### src/rtl/store_align_unit.sv
// Store aligner: registers one store, emits 1-2 aligned bus beats (req N+1, done N+2 with zero-wait ack).
// Backpressure: O_ready low until the store completes or faults; beats hold until I_bus_ack.
module store_align_unit #(
  parameter int XLEN             = 32,
  parameter int ADDR_W           = 32,
  parameter bit ALLOW_MISALIGNED = 1'b1
) (
  input  logic              I_clk,
  input  logic              I_rst_n,
  input  logic              I_valid,
  output logic              O_ready,
  input  logic [1:0]        I_storesel,
  input  logic [ADDR_W-1:0] I_addr,
  input  logic [XLEN-1:0]   I_data,
  output logic              O_bus_req,
  output logic [ADDR_W-1:0] O_bus_addr,
  output logic [XLEN-1:0]   O_bus_wdata,
  output logic [XLEN/8-1:0] O_bus_be,
  input  logic              I_bus_ack,
  output logic              O_done,
  output logic              O_fault,
  output logic [ADDR_W-1:0] O_fault_addr
);
  localparam int NB  = XLEN / 8;
  localparam int OFS = $clog2(NB);

  typedef enum logic [1:0] {S_IDLE, S_BEAT0, S_BEAT1, S_FAULT} state_e;

  state_e              state_q, state_d;
  logic [ADDR_W-1:0]   addr_q, addr_d;
  logic [2*XLEN-1:0]   wdata_q, wdata_d;
  logic [2*NB-1:0]     be_q, be_d;
  logic                split_q, split_d;
  logic                done_q, done_d;
  logic [ADDR_W-1:0]   fault_addr_q, fault_addr_d;

  logic [3:0]          sz;
  logic [OFS-1:0]      off;
  logic [XLEN-1:0]     data_m;
  logic [NB-1:0]       bmask;
  logic [2*XLEN-1:0]   data_sh;
  logic [2*NB-1:0]     be_sh;
  logic                need_split;
  logic                size_bad;
  logic                mis_bad;

  // Alignment is computed over a double-width window so the upper half is the second beat.
  always_comb begin
    sz     = 4'd1 << I_storesel;
    off    = I_addr[OFS-1:0];
    data_m = '0;
    bmask  = '0;
    for (int i = 0; i < NB; i++) begin
      if (i < int'(sz)) begin
        data_m[8*i +: 8] = I_data[8*i +: 8];
        bmask[i]         = 1'b1;
      end
    end
    data_sh    = {{XLEN{1'b0}}, data_m} << (8 * off);
    be_sh      = {{NB{1'b0}}, bmask} << off;
    need_split = (int'(off) + int'(sz)) > NB;
    size_bad   = (XLEN == 32) && (I_storesel == 2'd3);
    // sz-1 wraps to 3'b111 for SD, giving the 8-byte alignment mask.
    mis_bad    = (ALLOW_MISALIGNED == 1'b0) &&
                 ((I_addr[2:0] & (sz[2:0] - 3'd1)) != 3'd0);
  end

  always_comb begin
    state_d      = state_q;
    addr_d       = addr_q;
    wdata_d      = wdata_q;
    be_d         = be_q;
    split_d      = split_q;
    done_d       = 1'b0;
    fault_addr_d = fault_addr_q;
    O_ready      = 1'b0;
    O_bus_req    = 1'b0;
    O_bus_addr   = '0;
    O_bus_wdata  = '0;
    O_bus_be     = '0;
    O_fault      = 1'b0;
    case (state_q)
      S_IDLE: begin
        O_ready = 1'b1;
        if (I_valid) begin
          if (size_bad || mis_bad) begin
            state_d      = S_FAULT;
            fault_addr_d = I_addr;
          end else begin
            state_d = S_BEAT0;
            addr_d  = {I_addr[ADDR_W-1:OFS], {OFS{1'b0}}};
            wdata_d = data_sh;
            be_d    = be_sh;
            split_d = need_split;
          end
        end
      end
      S_BEAT0: begin
        O_bus_req   = 1'b1;
        O_bus_addr  = addr_q;
        O_bus_wdata = wdata_q[XLEN-1:0];
        O_bus_be    = be_q[NB-1:0];
        if (I_bus_ack) begin
          if (split_q) begin
            state_d = S_BEAT1;
          end else begin
            state_d = S_IDLE;
            done_d  = 1'b1;
          end
        end
      end
      S_BEAT1: begin
        O_bus_req   = 1'b1;
        O_bus_addr  = addr_q + ADDR_W'(NB);
        O_bus_wdata = wdata_q[2*XLEN-1:XLEN];
        O_bus_be    = be_q[2*NB-1:NB];
        if (I_bus_ack) begin
          state_d = S_IDLE;
          done_d  = 1'b1;
        end
      end
      S_FAULT: begin
        O_fault = 1'b1;
        state_d = S_IDLE;
      end
      default: state_d = S_IDLE;
    endcase
  end

  always_ff @(posedge I_clk or negedge I_rst_n) begin
    if (!I_rst_n) begin
      state_q      <= S_IDLE;
      addr_q       <= '0;
      wdata_q      <= '0;
      be_q         <= '0;
      split_q      <= 1'b0;
      done_q       <= 1'b0;
      fault_addr_q <= '0;
    end else begin
      state_q      <= state_d;
      addr_q       <= addr_d;
      wdata_q      <= wdata_d;
      be_q         <= be_d;
      split_q      <= split_d;
      done_q       <= done_d;
      fault_addr_q <= fault_addr_d;
    end
  end

  assign O_done       = done_q;
  assign O_fault_addr = fault_addr_q;

endmodule

### config.mk
export PLATFORM = sky130hd
export DESIGN_NAME = store_align_unit
export DESIGN_NICKNAME = d
export VERILOG_FILES = /design/src/rtl/store_align_unit.sv
export SDC_FILE = /design/constraint.sdc
export NUM_CORES = 1
export LEC_CHECK = 0
export BUFFER_PORTS_ARGS = -buffer_cell sky130_fd_sc_hd__buf_2
export CORE_MARGIN = 2
export CORE_UTILIZATION = 49
export DETAILED_ROUTE_END_ITERATION = 16
export PLACE_DENSITY = 0.74
export SLEW_MARGIN = 25
export SYNTH_ARGS = -nofsm -noshare
export SYNTH_HDL_FRONTEND = slang
export SYNTH_SLANG_ARGS = --single-unit
### constraint.sdc
create_clock -name I_clk -period 2 [get_ports I_clk]
set_input_delay 0.3 -clock I_clk [delete_from_list [all_inputs] [get_ports I_clk]]
set_output_delay 0.3 -clock I_clk [all_outputs]
set_load 0.02 [all_outputs]
==> key figures, run 1 <==
Power and ir drop
  • Clock share of power: 0.202
  • Switch Pwr: 6150 uW
  • Cell Int Power: 9230 uW
  • Worst vdd ir: 0.000803 V
  • Leakage: 0.00515 uW
  • Logic pwr share: 0.499
  • Flop pwr share: 0.299
  • Power per cell area: 1470 nW/um^2
  • Sw Share: 0.400

Worst hold path
  • Hold WC Path Type: in -> reg

Floorplan
  • Core box area: 13,900 um^2
  • Die X: 123 um
  • Ports: 174
  • Die height: 123 um
  • Die ar.: 15,200 um^2
  • Initial core utilization: 0.503
  • Row cnt: 43

GRT
  • Largest net degree at the start of global routing: 55
  • Vias in the first global route: 6,878
  • Initial antenna violation count: 0
  • Global Route Usage Sum: 0.303
  • GR Overflow Total: 0
  • First-pass GRT wire length: 35.3 mm

Timing
  • RSZ-0062 raised after global routing: true
  • Setup-failing EPs final: 56
  • Crit share post-route: 1.28
  • Slew @ Worst Pin: 0.850 ns
  • Final worst path period need: 2.56 ns
  • Post-route setup slack: -0.564 ns
  • Hold_ws: 0.0929 ns
  • Final setup skew: 0.00832 ns
  • Slew margin rel.: 0.431
  • Fmax: 390 MHz
  • Final hold vios: 0
  • Pins over their slew limit: 0

Worst setup path
  • Setup crit start kind: flip-flop
  • Kind of critical path: reg -> out
  • CP required: 1.70 ns
  • Internal reg-to-reg setup slack: 0.09 ns
  • Crit path DAT: 2.26 ns
  • Max FO, Critical Path: 4
  • CP endpoint kind: primary output

Detailed routing
  • Residual antenna-violating net count after detailed routing: 0
  • DRT Wirelength: 23.9 mm
  • # DRC: 0
  • WL/cell: 20.2 um
  • Iter 0 DRT Violations: 705
  • Pre-antenna DRT Iters: 5
  • Via count: 7,122
  • Via density: 6.03

Clocking
  • Clk sinks: 129
  • Clock Path Buffers: 2
  • H-tree levels: 4
  • Clock Tree Root: clkbuf_16
  • TritonCTS Buffers: 17
  • Reg clk slew, reported paths: 0.05 ns
  • Clk_lat worst skew: 0.42 ns
  • CTS tree: yes

Status
  • Failing checks: setup timing
  • Status: finished with violations

Synthesis
  • Ys flop type: dfrtp_1
  • Post-Syn Area: 6990 um^2
  • Yosys cell types: 56
  • Seq/Total Area, Yosys: 0.462
  • Synth top area share: 0.462
  • Mapped Avg Cell Area: 9.39 um^2
  • YS warnings: 0
  • Post-synth EDFFs: 0
  • Dominant cell type by area after synthesis: dfrtp_1
  • Syn Inst Count: 744
  • Post-synth ARST share: 1.00
  • Synth Register Bits: 129
  • Ranking of synthesized cells by area: dfrtp_1, nand2_1, mux2_2

Finish
  • Final net count: 1,068
  • N_diodes: 0
  • Final instance area: 10,400 um^2
  • Non-Filler Instances: 1,182
  • Layout area overhead: 49.5%
  • Share of post-route cells with drive strength above 1: 0.474

Placement
  • Post-Place Cells: 1,125
  • DP HPWL: 14.8 mm
  • Worst slack, placed: -0.191 ns
  • Routability cong.: 0.928
  • DP Area: 8810 um^2
  • IO Port Bufs: 171

Flow run
  • Max Cap Violations: 0
power groups by stage:
stage	registers, uW	logic, uW	clock network (uW)
2_1_floorplan	4870	3370	0
5_1_grt	4740	8200	3260
4_1_cts	4530	6950	3110
3_5_place_dp	4530	6070	0
6_report	4600	7680	3100
3_3_place_gp	4480	5950	0
cell type report:
class | count | area [um^2]
Inverter | 9 | 33.8
Tap cell | 180 | 225
Clock buffer | 27 | 513
Timing Repair Buffer | 290 | 2290
Clock inverter | 4 | 72.6
Fill cell | 893 | 3430
Sequential cell | 129 | 3230
Multi-Input combinational cell | 543 | 4080
synth_stat cells, types with 2 or more instances:
library cell	n
a31oi_1	18
a2bb2oi_1	8
a41oi_1	3
a21oi_1	12
and3_1	12
nand2_1	179
ha_1	7
o31ai_1	10
a221o_1	8
nor4_1	7
a22oi_1	16
a22o_1	36
and3_2	2
nor3_1	8
a211o_1	2
o211ai_1	2
or4_1	3
o21ai_0	51
clkbuf_1	51
clkbuf_8	2
buf_2	3
nor2b_1	8
dfrtp_1	129
o311ai_0	3
a31o_2	3
nand3_1	22
nand4_1	12
buf_6	4
buf_4	4
and4_1	4
mux2_2	58
a21o_1	5
nor2_1	16
inv_1	9
nand2b_1	2
and2_1	5
kinds of logic (layout without fill, tap and decap cells):
| group | after synthesis | in the layout | share of synthesized area |
|---|---|---|---|
| mux | 58 | 58 | 0.0935 |
| other cells | 1 | 2 | 0.000537 |
| buf+inv | 74 | 330 | 0.0496 |
| fa+ha+maj | 8 | 8 | 0.0154 |
| flops | 129 | 129 | 0.462 |
| simple gates | 287 | 288 | 0.189 |
| compound gates | 186 | 186 | 0.188 |
| xor+xnor | 1 | 1 | 0.00125 |
layout by cell type, fill, tap and decap left out, types with 4 or more instances in the layout:
cell type,synthesis,routed
a21o_1,5,5
a21oi_1,12,6
a21oi_2,0,5
a221o_1,8,8
a22o_1,36,25
a22o_4,0,11
a22oi_1,16,16
a2bb2oi_1,8,8
a31oi_1,18,6
a31oi_2,0,5
a31oi_4,0,7
and2_4,0,4
and3_1,12,10
buf_12,0,10
buf_2,3,126
buf_4,4,98
buf_6,4,48
clkbuf_1,51,5
clkbuf_16,0,18
clkbuf_8,2,5
dfrtp_1,129,126
ha_4,0,4
inv_1,9,6
mux2_2,58,58
nand2_1,179,171
nand2_4,0,5
nand3_1,22,16
nand3_2,0,5
nand4_1,12,12
nor2_1,16,16
nor2b_1,8,8
nor3_1,8,4
nor3_2,0,4
nor4_4,0,4
o21ai_0,51,36
o21ai_1,0,5
o21ai_2,0,8
o31ai_1,10,9
per-stage QoR:
| stage | setup TNS [ns] | power (uW) | utilization |
|---|---|---|---|
| final | -25.37 | 15400 | 0.753 |
| after global routing | -28.29 | 16200 | 0.753 |
| after CTS | -24.21 | 14600 | 0.721 |
| after detailed placement | -3.28 | 10600 | 0.635 |
| after global placement | -3.20 | 10400 | 0.634 |
| after floorplan | -2.03 | 8240 | - |
critical path, cell delays in order (launching register included):
cell,delay [ns]
dfrtp_1,0.36
nand4_1,0.23
or4_4,0.59
or4_4,0.44
nand3_2,0.11
buf_6,0.12
path summary, 6_finish.rpt:
path,depth (start not counted),start,end
max reg2reg,7,state_q[0]$_DFFE_PN0P_,O_fault_addr[22]$_DFFE_PN0P_
min reg2reg,2,wdata_q[3]$_DFFE_PN0P_,wdata_q[3]$_DFFE_PN0P_
max in group asynchronous,3,I_rst_n,addr_q[4]$_DFFE_PN0P_
max,5,addr_q[15]$_DFFE_PN0P_,O_bus_addr[19]
min in group asynchronous,2,I_rst_n,O_fault_addr[20]$_DFFE_PN0P_
min,3,I_addr[26],addr_q[26]$_DFFE_PN0P_
flip-flops by register name (all words and copies together) (netlist names):
signal and cells:
O_done 1, O_fault_addr 32, addr_q 30, be_q 7, split_q 1, state_q 2, wdata_q 56
what timing repair did:
| item | 4_1_cts | 5_1_grt |
|---|---|---|
| hold endpoints to repair | 50 | 0 |
| endpoints found under the setup margin | 57 | 71 |
| cloned | 5 | 2 |
| gates resized for setup | 93 | 93 |
| setup buffers | 11 | 8 |
| hold buffers | 1 | 0 |
| pin swaps | 17 | 22 |
metal layers:
metal,global-route usage,share of wire,up-vias
li1,-,-,3190
met1,0.361,0.37,3455
met2,0.532,0.52,398
met3,0.0692,0.074,79
met4,0.116,0.033,0
met5,0,0,-
Note: power is estimated with default switching activity, not from simulation.
==> run 2: changes to the inputs <==
==> constraint.sdc (replaced) <==
create_clock -name I_clk -period 2 [get_ports I_clk]
set_input_delay 0.3 -clock I_clk [delete_from_list [all_inputs] [get_ports I_clk]]
set_output_delay 0.3 -clock I_clk [all_outputs]
set_load 0.005 [all_outputs]
==> run 2 against run 1 <==
Effect of this change:
- the run still ends with setup timing left
- clock-buffer cell count did not move
- combinational power fell by 11%
- via count rose by 2.5%
- final area fell by 1.9%
- clock skew fell by 0.0016 ns
- die area did not move
==> key figures, run 2 (same netlist as run 1, synthesis figures left out) <==
Worst setup path
  • Worst r2r dst: wdata_q[37]$_DFFE_PN0P_ (was O_fault_addr[22]$_DFFE_PN0P_)
  • Worst r2r path cells: 7 (unchanged)
  • Max FO, Critical Path: 6 (was 4)
  • Max stage delay cell, worst path: dfrtp_1 (was or4_4)
  • Launch point of the worst reg-to-reg path: state_q[0]$_DFFE_PN0P_ (unchanged)
  • Critical-path cell list: nand4_1, buf_4, nor4_2, buf_4, a31oi_1, a31oi_1, buf_2 (was nand4_1, or4_4, or4_4, nand3_2, buf_6)
  • CP required: 1.70 ns (about the same)
  • Internal reg-to-reg setup slack: 0.10 ns (was 0.09 ns)
  • Kind of critical path: reg -> out (unchanged)
  • Crit path DAT: 2.27 ns (was 2.26 ns)
  • Slowest cell delay on critical path: 0.38 ns (was 0.59 ns)
  • Setup crit start kind: flip-flop (unchanged)
  • Worst Setup SP: addr_q[15]$_DFFE_PN0P_ (unchanged)
  • CP endpoint kind: primary output (unchanged)
  • Crit path max-delay family: buffers and inverters (was simple AND/OR/NAND/NOR gates)
  • Buffers & Inverters on Critical Path: 3 (was 1)

Power and ir drop
  • Cell Int Power: 9180 uW (was 9230 uW)
  • Switch Pwr: 5230 uW (was 6150 uW)
  • Tot Pwr: 14,400 uW (was 15,400 uW)
  • Leakage: 0.00504 uW (was 0.00515 uW)
  • Power per cell area: 1410 nW/um^2 (was 1470 nW/um^2)
  • Clock share of power: 0.212 (was 0.202)
  • Sw Share: 0.363 (was 0.400)
  • Flop pwr share: 0.315 (was 0.299)
  • Worst vdd ir: 0.000749 V (was 0.000803 V)
  • Logic pwr share: 0.473 (was 0.499)

Timing
  • Setup_tns: -18.08 ns (was -25.37 ns)
  • Post-route setup slack: -0.567 ns (was -0.564 ns)
  • Pins over their slew limit: 0 (unchanged)
  • Crit share post-route: 1.28 (about the same)
  • Slew @ Worst Pin: 0.788 ns (was 0.850 ns)
  • Final worst path period need: 2.57 ns (was 2.56 ns)
  • Fmax: 390 MHz (about the same)
  • Slew margin rel.: 0.473 (was 0.431)
  • Final setup skew: 0.00670 ns (was 0.00832 ns)
  • Final hold vios: 0 (unchanged)
  • Hold_ws: 0.0895 ns (was 0.0929 ns)
  • Setup-failing EPs final: 60 (was 56)
  • RSZ-0062 raised after global routing: true (unchanged)

Clocking
  • Clk sinks: 129 (unchanged)
  • Reg clk slew, reported paths: 0.05 ns (about the same)
  • Clk_lat worst skew: 0.42 ns (about the same)
  • Clock Tree Root: clkbuf_16 (unchanged)
  • H-tree levels: 4 (unchanged)
  • CTS tree: yes (unchanged)
  • TritonCTS Buffers: 17 (unchanged)
  • Clock Path Buffers: 2 (unchanged)

Detailed routing
  • WL/cell: 20.8 um (was 20.2 um)
  • Pre-antenna DRT Iters: 5 (unchanged)
  • # DRC: 0 (unchanged)
  • Via density: 6.16 (was 6.03)
  • Iter 0 DRT Violations: 973 (was 705)
  • Via count: 7,301 (was 7,122)
  • DRT Wirelength: 24.6 mm (was 23.9 mm)
  • Residual antenna-violating net count after detailed routing: 0 (unchanged)

Finish
  • Commonest non-fill, non-tap cell in the layout: nand2_1 (unchanged)
  • Multi-input gate area: 3920 um^2 (was 4080 um^2)
  • Reg area: 3240 um^2 (was 3230 um^2)
  • Layout area overhead: 46.7% (was 49.5%)
  • Max reg flops: 56 (unchanged)
  • N_diodes: 0 (unchanged)
  • Most frequent cells in the layout: nand2_1, buf_2, dfrtp_1 (was nand2_1, dfrtp_1, buf_2)
  • Share of post-route cells with drive strength above 1: 0.463 (was 0.474)
  • Final instance area: 10,300 um^2 (was 10,400 um^2)
  • Largest Register: wdata_q (unchanged)
  • Filler cells: 956 (was 893)
  • Final net count: 1,070 (was 1,068)

Flow run
  • Max Cap Violations: 0 (unchanged)

Floorplan
  • Initial core utilization: 0.503 (unchanged)
  • Core box area: 13,900 um^2 (unchanged)
  • Ports: 174 (unchanged)
  • Die ar.: 15,200 um^2 (unchanged)
  • Row cnt: 43 (unchanged)
  • Die height: 123 um (unchanged)
  • Die X: 123 um (unchanged)

Placement
  • DP HPWL: 14.7 mm (was 14.8 mm)
  • DP Area: 8550 um^2 (was 8810 um^2)
  • Routability cong.: 0.948 (was 0.928)
  • IO Port Bufs: 171 (unchanged)

Status
  • Failing checks: setup timing (unchanged)
  • Status: finished with violations (unchanged)

Worst hold path
  • Min-delay src: I_addr[7] (was I_addr[26])
  • Worst Hold Depth: 3 (unchanged)
  • Hold endpoint: addr_q[7]$_DFFE_PN0P_ (was addr_q[26]$_DFFE_PN0P_)
  • Hold WC Path Type: in -> reg (unchanged)

GRT
  • Largest net degree at the start of global routing: 71 (was 55)
  • Global Route Usage Sum: 0.306 (was 0.303)
  • GR Overflow Total: 0 (unchanged)
  • Initial antenna violation count: 0 (unchanged)
  • First-pass GRT wire length: 35.7 mm (was 35.3 mm)
  • Vias in the first global route: 6,994 (was 6,878)
[run 2: changes by cell type in the layout (fill, tap and decap cells not counted), moves of 4 or more]
cell     change
buf_2       +32
buf_6       -21
buf_4       -20
a22o_1      +10
a22o_4      -10
and3_1       -8
and3_4       +8
buf_12       +6
a31oi_1      +5
buf_8        +4
[run 2: power groups by stage]
| stage | sequential [uW] | clock [uW] | combinational (uW) |
|---|---|---|---|
| 2_1_floorplan | 4430 | 0 | 2640 |
| 5_1_grt | 4690 | 3220 | 7320 |
| 6_report | 4540 | 3050 | 6820 |
| 4_1_cts | 4460 | 3070 | 5900 |
| 3_5_place_dp | 4490 | 0 | 4890 |
| 3_3_place_gp | 4430 | 0 | 4810 |
[run 2: cell type report]
type                       count  share of cell area
sequential                   129               0.316
clock buffer                  27              0.0491
multi-input combinational    543               0.382
clock inverter                 5             0.00732
inverter                       9             0.00330
tap                          180              0.0220
timing repair buffer         292               0.221
[run 2: worst register-to-register path, cell delays in order, from the launching register on]
cell     delay, ns
dfrtp_1       0.39
inv_2         0.10
ha_4          0.13
and2_1        0.20
nand2_4       0.07
buf_4         0.21
buf_4         0.27
a221o_1       0.40
[run 2: what timing repair did]
action | 4_1_cts | 5_1_grt
endpoints found under the hold margin | 33 | 0
gates cloned | 8 | 5
resized for setup | 87 | 86
setup endpoints to repair | 65 | 67
hold buffers | 1 | 0
pin swaps | 25 | 48
setup buffers | 14 | 12
[run 2: worst max path at each step]
stage	endpoint	cells past startpoint	slack, ns
after floorplan	O_bus_addr[19]	5	-0.008
after global placement	wdata_q[32]$_DFFE_PN0P_	7	-0.14
after detailed placement	wdata_q[35]$_DFFE_PN0P_	7	-0.19
after CTS	O_bus_addr[23]	5	-0.42
after global routing	O_bus_addr[26]	6	-0.63
final	O_bus_addr[31]	7	-0.57
[run 2: layer usage]
layer,global-route usage,share of wire
met4,0.138,0.041
met3,0.0784,0.086
met2,0.521,0.50
met1,0.364,0.37
met5,0,0
[run 2: through the flow]
step,utilization,cells,worst slack (ns)
2_1_floorplan,-,745,-0.00837
3_3_place_gp,0.616,1121,-0.142
3_5_place_dp,0.616,1121,-0.190
4_1_cts,0.706,1176,-0.423
5_1_grt,0.739,1185,-0.633
6_report,0.739,1185,-0.567
==> run 3: changes to the inputs <==
Settings changed: CELL_PAD_IN_SITES_DETAIL_PLACEMENT set to 0, CELL_PAD_IN_SITES_GLOBAL_PLACEMENT set to 1, CORE_UTILIZATION 49 to 37, PLACE_DENSITY 0.74 to 0.75.
==> run 3 against run 2 <==
Effect of this change:
- the run still ends with setup timing left
- sequential share of layout area rose by 0.56 points
- clock-buffer cell count fell by 5
- flip-flop and latch count did not move
- non-clock buffer count fell by 4
- clock skew rose by 0.0011 ns
- total power fell by 4.9%
- via count fell by 8.4%
- clock power barely moved
- highest routed layer is now met5
==> key figures, run 3 (same netlist as run 1, synthesis figures left out) <==
Status
  • Status: finished with violations (unchanged)
  • Failing checks: setup timing (unchanged)

Clocking
  • Clk sinks: 129 (unchanged)
  • Clock Path Buffers: 2 (unchanged)
  • H-tree levels: 4 (unchanged)
  • TritonCTS Buffers: 17 (unchanged)
  • Clock Tree Root: clkbuf_16 (unchanged)
  • Reg clk slew, reported paths: 0.06 ns (was 0.05 ns)
  • Clk_lat worst skew: 0.42 ns (about the same)
  • CTS tree: yes (unchanged)

Worst setup path
  • CP required: 1.70 ns (about the same)
  • Max FO, Critical Path: 8 (was 6)
  • Setup crit start kind: flip-flop (unchanged)
  • Kind of critical path: reg -> out (unchanged)
  • Crit path DAT: 2.19 ns (was 2.27 ns)
  • CP endpoint kind: primary output (unchanged)

Timing
  • Setup_tns: -17.77 ns (was -18.08 ns)
  • Pins over their slew limit: 0 (unchanged)
  • RSZ-0062 raised after global routing: true (unchanged)
  • Fmax: 401 MHz (was 390 MHz)
  • Post-route setup slack: -0.491 ns (was -0.567 ns)
  • Slew margin rel.: 0.532 (was 0.473)
  • Final hold vios: 0 (unchanged)
  • Crit share post-route: 1.25 (was 1.28)
  • Final setup skew: 0.00779 ns (was 0.00670 ns)
  • Slew @ Worst Pin: 0.699 ns (was 0.788 ns)
  • Final worst path period need: 2.49 ns (was 2.57 ns)
  • Setup-failing EPs final: 56 (was 60)

Finish
  • Layout area overhead: 44.0% (was 46.7%)
  • Reg area: 3230 um^2 (was 3240 um^2)
  • Final net count: 1,065 (was 1,070)
  • Multi-input gate area: 3820 um^2 (was 3920 um^2)
  • Max reg flops: 56 (unchanged)
  • N_diodes: 0 (unchanged)
  • Fin util: 0.540 (was 0.739)
  • Commonest non-fill, non-tap cell in the layout: nand2_1 (unchanged)
  • Share of post-route cells with drive strength above 1: 0.445 (was 0.463)
  • Final instance area: 10,100 um^2 (was 10,300 um^2)
  • Filler cells: 1,713 (was 956)
  • Largest Register: wdata_q (unchanged)
  • Most frequent cells in the layout: nand2_1, buf_2, dfrtp_1 (unchanged)

Detailed routing
  • Iter 0 DRT Violations: 371 (was 973)
  • Pre-antenna DRT Iters: 5 (unchanged)
  • # DRC: 0 (unchanged)
  • DRT Wirelength: 22.7 mm (was 24.6 mm)
  • Via count: 6,685 (was 7,301)
  • Residual antenna-violating net count after detailed routing: 0 (unchanged)
  • WL/cell: 18.4 um (was 20.8 um)
  • Via density: 5.42 (was 6.16)

GRT
  • Largest net degree at the start of global routing: 48 (was 71)
  • Global Route Usage Sum: 0.228 (was 0.306)
  • Vias in the first global route: 6,465 (was 6,994)
  • First-pass GRT wire length: 35.4 mm (was 35.7 mm)
  • GR Overflow Total: 0 (unchanged)
  • Initial antenna violation count: 1 (was 0)

Power and ir drop
  • Worst vdd ir: 0.000769 V (was 0.000749 V)
  • Power per cell area: 1360 nW/um^2 (was 1410 nW/um^2)
  • Leakage: 0.00497 uW (was 0.00504 uW)
  • Tot Pwr: 13,700 uW (was 14,400 uW)

Floorplan
  • Core box area: 18,600 um^2 (was 13,900 um^2)
  • Row cnt: 50 (was 43)
  • Ports: 174 (unchanged)
  • Die ar.: 20,000 um^2 (was 15,200 um^2)
  • Initial core utilization: 0.375 (was 0.503)
  • Die X: 141 um (was 123 um)
  • Die height: 141 um (was 123 um)

Placement
  • IO Port Bufs: 171 (unchanged)
  • DP HPWL: 15.6 mm (was 14.7 mm)
  • Routability cong.: 0.825 (was 0.948)
  • DP Area: 8670 um^2 (was 8550 um^2)

Worst hold path
  • Hold WC Path Type: in -> reg (unchanged)

Flow run
  • Max Cap Violations: 0 (unchanged)
==> run 3: changes by cell type in the layout (fill, tap and decap cells not counted), moves of 3 or more <==
cell	delta
and3_1	+6
clkbuf_16	-4
buf_2	+8
clkinvlp_4	+5
o21ai_2	-3
buf_4	-3
dfrtp_1	+3
buf_12	-4
clkbuf_1	-4
nand2_4	-3
and3_4	-6
dfrtp_2	-3
==> run 3: worst max-delay path: stages, from the launching register on <==
cell,delay [ns]
dfrtp_1,0.35
buf_4,0.16
nand4_1,0.30
nor4_2,0.39
a41oi_1,0.19
a31oi_2,0.22
buf_2,0.15
==> run 3: final timing paths <==
check	from	to	slack, ns	cells after the start
worst max-delay path	addr_q[14]$_DFFE_PN0P_	O_bus_addr[28]	-0.49	6
worst min-delay path	I_addr[14]	addr_q[14]$_DFFE_PN0P_	0.08	3
worst max register to register	state_q[1]$_DFFE_PN0P_	wdata_q[30]$_DFFE_PN0P_	0.16	8
worst min register to register	wdata_q[4]$_DFFE_PN0P_	wdata_q[4]$_DFFE_PN0P_	0.47	2
max in group asynchronous	I_rst_n	addr_q[4]$_DFFE_PN0P_	1.05	3
min in group asynchronous	I_rst_n	O_fault_addr[23]$_DFFE_PN0P_	0.35	2
==> run 3: per-stage QoR <==
stage	worst slack, ns	hold slack (ns)	cells
after CTS	-0.474	0.0642	1228
after global routing	-0.591	0.0676	1233
after detailed placement	-0.104	0.230	1179
final	-0.491	0.0782	1233
after global placement	-0.0872	0.232	1179
after floorplan	-0.00837	0.00441	745
==> run 3: area by class of cell <==
type / count / share of cell area
repair buffers: 288 / 0.209
multi-input cells: 542 / 0.379
flip-flops and latches: 129 / 0.321
clock buffers: 22 / 0.0471
inverters: 9 / 0.00336
clock inverters: 9 / 0.0107
well taps: 234 / 0.0291
==> run 3: what timing repair did <==
item                                    in CTS  in global routing
endpoints found under the setup margin      73                 84
hold buffers                                 1                  0
cloned                                       7                  0
setup buffers                               10                 14
endpoints found under the hold margin       35                  0
pin swaps                                   49                 27
gates resized for setup                     89                 49
==> run 3: power breakdown <==
group	switching, uW	internal, uW	leakage (uW)
logic	3040	3100	0.00306
clock network	1160	1920	0.000270
registers	737	3750	0.00164
total	4940	8770	0.00497
==> run 3: routing by layer <==
| metal | share of wire | vias to the layer above | global-route usage |
|---|---|---|---|
| li1 | - | 3179 | - |
| met1 | 0.43 | 3214 | 0.296 |
| met2 | 0.49 | 241 | 0.375 |
| met3 | 0.059 | 49 | 0.0553 |
| met4 | 0.025 | 2 | 0.0784 |
| met5 | 0.00071 | - | 0 |
